## src/rtl/conv3x3_prog.sv

```systemverilog
// conv3x3_prog: programmable 3x3 convolution over CHANNELS planes.
// Shared signed kernel, shadow/active config committed at vsync rise.
module conv3x3_prog #(
    parameter int COLORDEPTH = 8,
    parameter int CHANNELS   = 3,
    parameter int COEFF_W    = 5
) (
    input  logic                                   clk,
    input  logic                                   rst,
    input  logic [CHANNELS-1:0][2:0][COLORDEPTH-1:0] vect_in,
    input  logic                                   dv_i,
    input  logic                                   hs_i,
    input  logic                                   vs_i,
    input  logic                                   cfg_we,
    input  logic [3:0]                             cfg_addr,
    input  logic [7:0]                             cfg_wdata,
    output logic [CHANNELS-1:0][COLORDEPTH-1:0]    pix_o,
    output logic                                   dv_o,
    output logic                                   hs_o,
    output logic                                   vs_o,
    output logic                                   line_end_o
);

    localparam int PW = COLORDEPTH + COEFF_W + 1;
    localparam int SW = COLORDEPTH + COEFF_W + 5;
    localparam logic signed [SW-1:0] MAXV = SW'((2 ** COLORDEPTH) - 1);

    function automatic logic signed [COEFF_W-1:0] dflt(input int k);
        if (k == 4) return COEFF_W'(4);
        if (k % 2 == 1) return COEFF_W'(2);
        return COEFF_W'(1);
    endfunction

    function automatic logic signed [PW-1:0] mul(
        input logic signed [COEFF_W-1:0] c,
        input logic [COLORDEPTH-1:0]     p
    );
        logic signed [PW-1:0] cs;
        logic signed [PW-1:0] ps;
        cs = PW'(c);
        ps = PW'(p);
        return cs * ps;
    endfunction

    function automatic logic [COLORDEPTH-1:0] sat(
        input logic signed [SW-1:0] s,
        input logic [3:0]           sh,
        input logic                 ab
    );
        logic signed [SW-1:0] v;
        v = s >>> sh;
        if (v < 0) v = ab ? -v : '0;
        if (v > MAXV) return '1;
        return v[COLORDEPTH-1:0];
    endfunction

    logic signed [COEFF_W-1:0] shd_coef [9];
    logic signed [COEFF_W-1:0] act_coef [9];
    logic [3:0]                shd_shift, act_shift;
    logic                      shd_abs, act_abs;
    logic                      dv_d, vs_d, commit, win_ok;
    logic [1:0]                col_cnt, row_cnt;
    logic [COLORDEPTH-1:0]     win [CHANNELS][3][3];
    logic [3:0]                v_p, hs_p, vs_p;
    logic signed [PW-1:0]      prod [CHANNELS][9];
    logic signed [SW-1:0]      sum_c [CHANNELS];
    logic signed [SW-1:0]      sum_q [CHANNELS];
    logic [3:0]                shift2, shift3;
    logic                      abs2, abs3;
    logic                      cfg_unused;

    assign commit     = vs_i & ~vs_d;
    assign win_ok     = dv_i & (col_cnt == 2'd2) & (row_cnt == 2'd2);
    assign dv_o       = v_p[3];
    assign hs_o       = hs_p[3];
    assign vs_o       = vs_p[3];
    assign cfg_unused = ^cfg_wdata[7:COEFF_W];

    // Shadow bank takes writes; active bank copies the old shadow on commit.
    always_ff @(posedge clk) begin
        if (rst) begin
            for (int k = 0; k < 9; k++) begin
                shd_coef[k] <= dflt(k);
                act_coef[k] <= dflt(k);
            end
            shd_shift <= 4'd4;
            act_shift <= 4'd4;
            shd_abs   <= 1'b0;
            act_abs   <= 1'b0;
        end else begin
            if (commit) begin
                for (int k = 0; k < 9; k++) act_coef[k] <= shd_coef[k];
                act_shift <= shd_shift;
                act_abs   <= shd_abs;
            end
            if (cfg_we) begin
                for (int k = 0; k < 9; k++)
                    if (cfg_addr == 4'(k)) shd_coef[k] <= cfg_wdata[COEFF_W-1:0];
                if (cfg_addr == 4'd9)  shd_shift <= cfg_wdata[3:0];
                if (cfg_addr == 4'd10) shd_abs   <= cfg_wdata[0];
            end
        end
    end

    // Border counters gate dv_o until the window holds real pixels.
    always_ff @(posedge clk) begin
        if (rst) begin
            col_cnt <= '0;
            row_cnt <= '0;
            dv_d    <= 1'b0;
            vs_d    <= 1'b0;
        end else begin
            dv_d <= dv_i;
            vs_d <= vs_i;
            if (dv_i) begin
                if (col_cnt != 2'd2) col_cnt <= col_cnt + 2'd1;
            end else if (dv_d) begin
                col_cnt <= '0;
            end
            if (commit) row_cnt <= '0;
            else if (!dv_i && dv_d && row_cnt != 2'd2) row_cnt <= row_cnt + 2'd1;
        end
    end

    // Window shift: col2 <= col1 <= col0 <= incoming column.
    always_ff @(posedge clk) begin
        if (dv_i) begin
            for (int c = 0; c < CHANNELS; c++) begin
                for (int r = 0; r < 3; r++) begin
                    win[c][2][r] <= win[c][1][r];
                    win[c][1][r] <= win[c][0][r];
                    win[c][0][r] <= vect_in[c][r];
                end
            end
        end
    end

    // Products use the active bank; shift/abs travel with them.
    always_ff @(posedge clk) begin
        for (int c = 0; c < CHANNELS; c++)
            for (int k = 0; k < 9; k++)
                prod[c][k] <= mul(act_coef[k], win[c][k % 3][k / 3]);
        shift2 <= act_shift;
        abs2   <= act_abs;
    end

    // Nine-term adder tree per channel.
    always_comb begin
        for (int c = 0; c < CHANNELS; c++) begin
            sum_c[c] = '0;
            for (int k = 0; k < 9; k++) sum_c[c] = sum_c[c] + SW'(prod[c][k]);
        end
    end

    // Sum register.
    always_ff @(posedge clk) begin
        for (int c = 0; c < CHANNELS; c++) sum_q[c] <= sum_c[c];
        shift3 <= shift2;
        abs3   <= abs2;
    end

    // Valid/sync delay chain, normalise+saturate output, line end pulse.
    always_ff @(posedge clk) begin
        if (rst) begin
            v_p        <= '0;
            hs_p       <= '0;
            vs_p       <= '0;
            line_end_o <= 1'b0;
            pix_o      <= '0;
        end else begin
            v_p        <= {v_p[2:0], win_ok};
            hs_p       <= {hs_p[2:0], hs_i};
            vs_p       <= {vs_p[2:0], vs_i};
            line_end_o <= v_p[3] & ~v_p[2];
            if (v_p[2])
                for (int c = 0; c < CHANNELS; c++)
                    pix_o[c] <= sat(sum_q[c], shift3, abs3);
        end
    end

endmodule

```

## config.mk

```make
export PLATFORM = sky130hd
export DESIGN_NAME = conv3x3_prog
export DESIGN_NICKNAME = d
export VERILOG_FILES = /design/src/rtl/conv3x3_prog.sv
export SDC_FILE = /design/constraint.sdc
export NUM_CORES = 2
export LEC_CHECK = 0
export CORE_ASPECT_RATIO = 1.25
export CORE_MARGIN = 2
export CORE_UTILIZATION = 35
export CTS_BUF_LIST = sky130_fd_sc_hd__clkbuf_8
export DETAILED_ROUTE_END_ITERATION = 8
export GPL_TIMING_DRIVEN = 0
export SKIP_CTS_REPAIR_TIMING = 1
export SLEW_MARGIN = 20
export SYNTH_ARGS = -nofsm -noshare
export SYNTH_HDL_FRONTEND = slang
export SYNTH_SLANG_ARGS = --single-unit
```

## constraint.sdc

```tcl
create_clock -name clk -period 5.5 [get_ports clk]
set_input_delay 1.1 -clock clk [delete_from_list [all_inputs] [get_ports clk]]
set_output_delay 1.1 -clock clk [all_outputs]
set_load 0.005 [all_outputs]
```

==> results.ini <==
[global_route]
globalRouteTotalUtil_pct=20.24
grt_pass1_vias=50157
grt-ovfl-total=0
grt_pass1_wl_um=307800
antenna_found_initial=7
grt_max_degree=87

[routing]
routed_wl_um=204000
firstDrtPassIters=5
wl_per_cell_um=20.28
drc=0
antenna_left=0
drtIter0Drc=2525
num_vias=47931
drt-vias-per-instance=4.766

[floorplan]
start_util_pct=35.25
die_area_um2=204200
core_area_um2=199200
die_x_um=404.6
rows=183
io_pins=118
die_height_um=504.8

[yosys]
yosysSeqAreaShare_pct=27.17
syn_area_um2=70220
synthTopCellsByCount=inv_1 (1594), fa_1 (816), ha_1 (815), and2_1 (710), dfxtp_1 (494)
yosysMostFrequentCell=inv_1
synth-seq-cells=800
ys_types=87
avgSynthCellArea_um2=9.963
synth_edf_count=306
synth_cells=7048
ys.flop_type=dfxtp_1
ys_async_sr_fraction_pct=0
synth_top_area_share_pct=23.26
yosysWarnings=0
synth_area_leader_cell=fa_1
synth_area_leaders=fa_1 (23%), ha_1 (15%), dfxtp_1 (14%)
syn_nets=8769

[clocking]
clk_pin_slew_ns=0.07
cts_tree=built
clock_sinks=800
clockBufferDepth=3
cts_root_buffer=clkbuf_8
cts_buffers=147
ctsHtreeMaxLevel=4
clk_latency_ns=0.93

[finish]
final_nets=9059
area_delta_synth_final_pct=11.56
drive_gt1_share_pct=5.293
postLayoutCoreUtil_pct=39.32
final_cell_area_um2=78330

[timing]
drv_slew=0
tightest_slew_ns=1.176
fin_crit_ns=5.247
finalSetupViolCount=0
max_clock_freq_mhz=190.6
fin_skew_ns=0.05010
finalCritPeriodShare_pct=95.40
rsz0062_at_grt=false
slew_headroom_pct=21.62
hold_viol=0

[outcome]
outcome=finished, final reports clean

[placed_design]
routabilityCongestion=0.9845
dp_hpwl_um=169000
placed_area_um2=74670
port_buffers=112

[worst_setup_path]
arrival_ns=6.01
cpMostUsedCell=fa_1
cp.buffers_inverters=3
critPathKind=reg -> reg
path_cells=fa_1 > fa_1 > fa_1 > inv_1 > fa_1 > inv_1 > ha_1 > inv_1 > fa_1 > nor2b_1 > o21ai_0 > a21boi_0 > o21ai_0 > a21boi_0 > o21ai_0 > a21oi_1 > o41ai_2 > nand4b_1 > o211ai_1
slowest_stage=fa_1
critPathLaunchType=flop
max_stage_delay_ns=0.57
path_delay_family=adder cells
cp_max_fo=3
crit_required_ns=6.27
end_kind=flop

[worst_hold_path]
hp-class=reg -> reg

[flow_run]
maxCapViolCount=0

path summary, 6_finish.rpt:
kind                                      startpoint              endpoint  slack (ns)  cells past startpoint
worst max register to register  prod[0][114]$_DFF_P_  sum_q[0][16]$_DFF_P_        0.25                     19
worst min-delay path                    abs2$_DFF_P_          abs3$_DFF_P_        0.33                      0
worst min register to register          abs2$_DFF_P_          abs3$_DFF_P_        0.33                      0
worst max-delay path            prod[0][114]$_DFF_P_  sum_q[0][16]$_DFF_P_        0.25                     19
final cells by class:
class / count / area (um2)
clock buffer: 174 / 2395
buffer: 157 / 663.1
fill: 19622 / 120900
sequential: 800 / 19080
timing repair buffer: 144 / 1501
multi-input combinational: 4491 / 44520
tap: 2590 / 3241
antenna: 5 / 12.51
clock inverter: 99 / 928.4
inverter: 1597 / 5997
flip-flops by register name, indices dropped and copies added (netlist names), 4 cells and up:
name	count
hs_p	4
vs_p	4
pix_o	24
shd_shift	4
win	216
prod	378
shd_coef	45
shift3	4
v_p	4
act_shift	4
shift2	4
act_coef	45
sum_q	54
kinds of logic after synthesis:
kind of cell | count (synthesis) | share of synthesized area [%]
buffers and inverters | 1757 | 9.491
AO/OA/AOI/OAI | 699 | 6.326
XOR/XNOR | 230 | 2.869
AND/OR/NAND/NOR | 1812 | 13.88
multiplexers | 119 | 2.479
adder cells (fa/ha/maj) | 1631 | 37.79
flip-flops | 800 | 27.17
metrics by stage:
stage / setup slack, ns / instances / hold WS (ns) / setup TNS, ns
2_1_floorplan: 0.9144 / 7048 / 0.3096 / 0
3_3_place_gp: -6.413 / 9750 / 0.3132 / -1303.42
3_5_place_dp: -0.3533 / 9753 / 0.3192 / -2.376
4_1_cts: -0.3360 / 10026 / 0.3346 / -2.707
5_1_grt: 0.0009450 / 10053 / 0.3447 / 0
6_report: 0.2531 / 10057 / 0.3342 / 0
per-layer routing:
layer	vias to the layer above	GRT usage, %	part of all wire (%)
met3	368	3.056	4.3
met2	1051	35.05	49
met5	-	0	0.0064
li1	22591	-	-
met1	23919	24.53	41
met4	2	9.536	5.2
placed cells by master, fill, tap and decap left out, types with 13 or more instances in the layout:
master and instances:
a21boi_0 94, a21o_1 58, a21oi_1 167, and2_1 710, buf_2 16, buf_4 26, bufinv_16 16, clkbuf_1 119
clkbuf_8 174, clkdlybuf4s50_1 111, clkinv_1 13, clkinv_2 20, dfxtp_1 494, edfxtp_1 306, fa_1 816, ha_1 815
inv_1 1627, mux2_2 32, mux2i_1 45, mux4_2 40, nand2_1 355, nand2b_1 179, nand3_1 33, nor2_1 286
nor2b_1 143, nor3_1 25, o21a_1 13, o21ai_0 205, o31ai_1 13, or3_1 18, xnor2_1 200, xor2_1 30
Power is not shown: default switching activity piles up to over one toggle a cycle in this logic, so the estimate is an artifact.
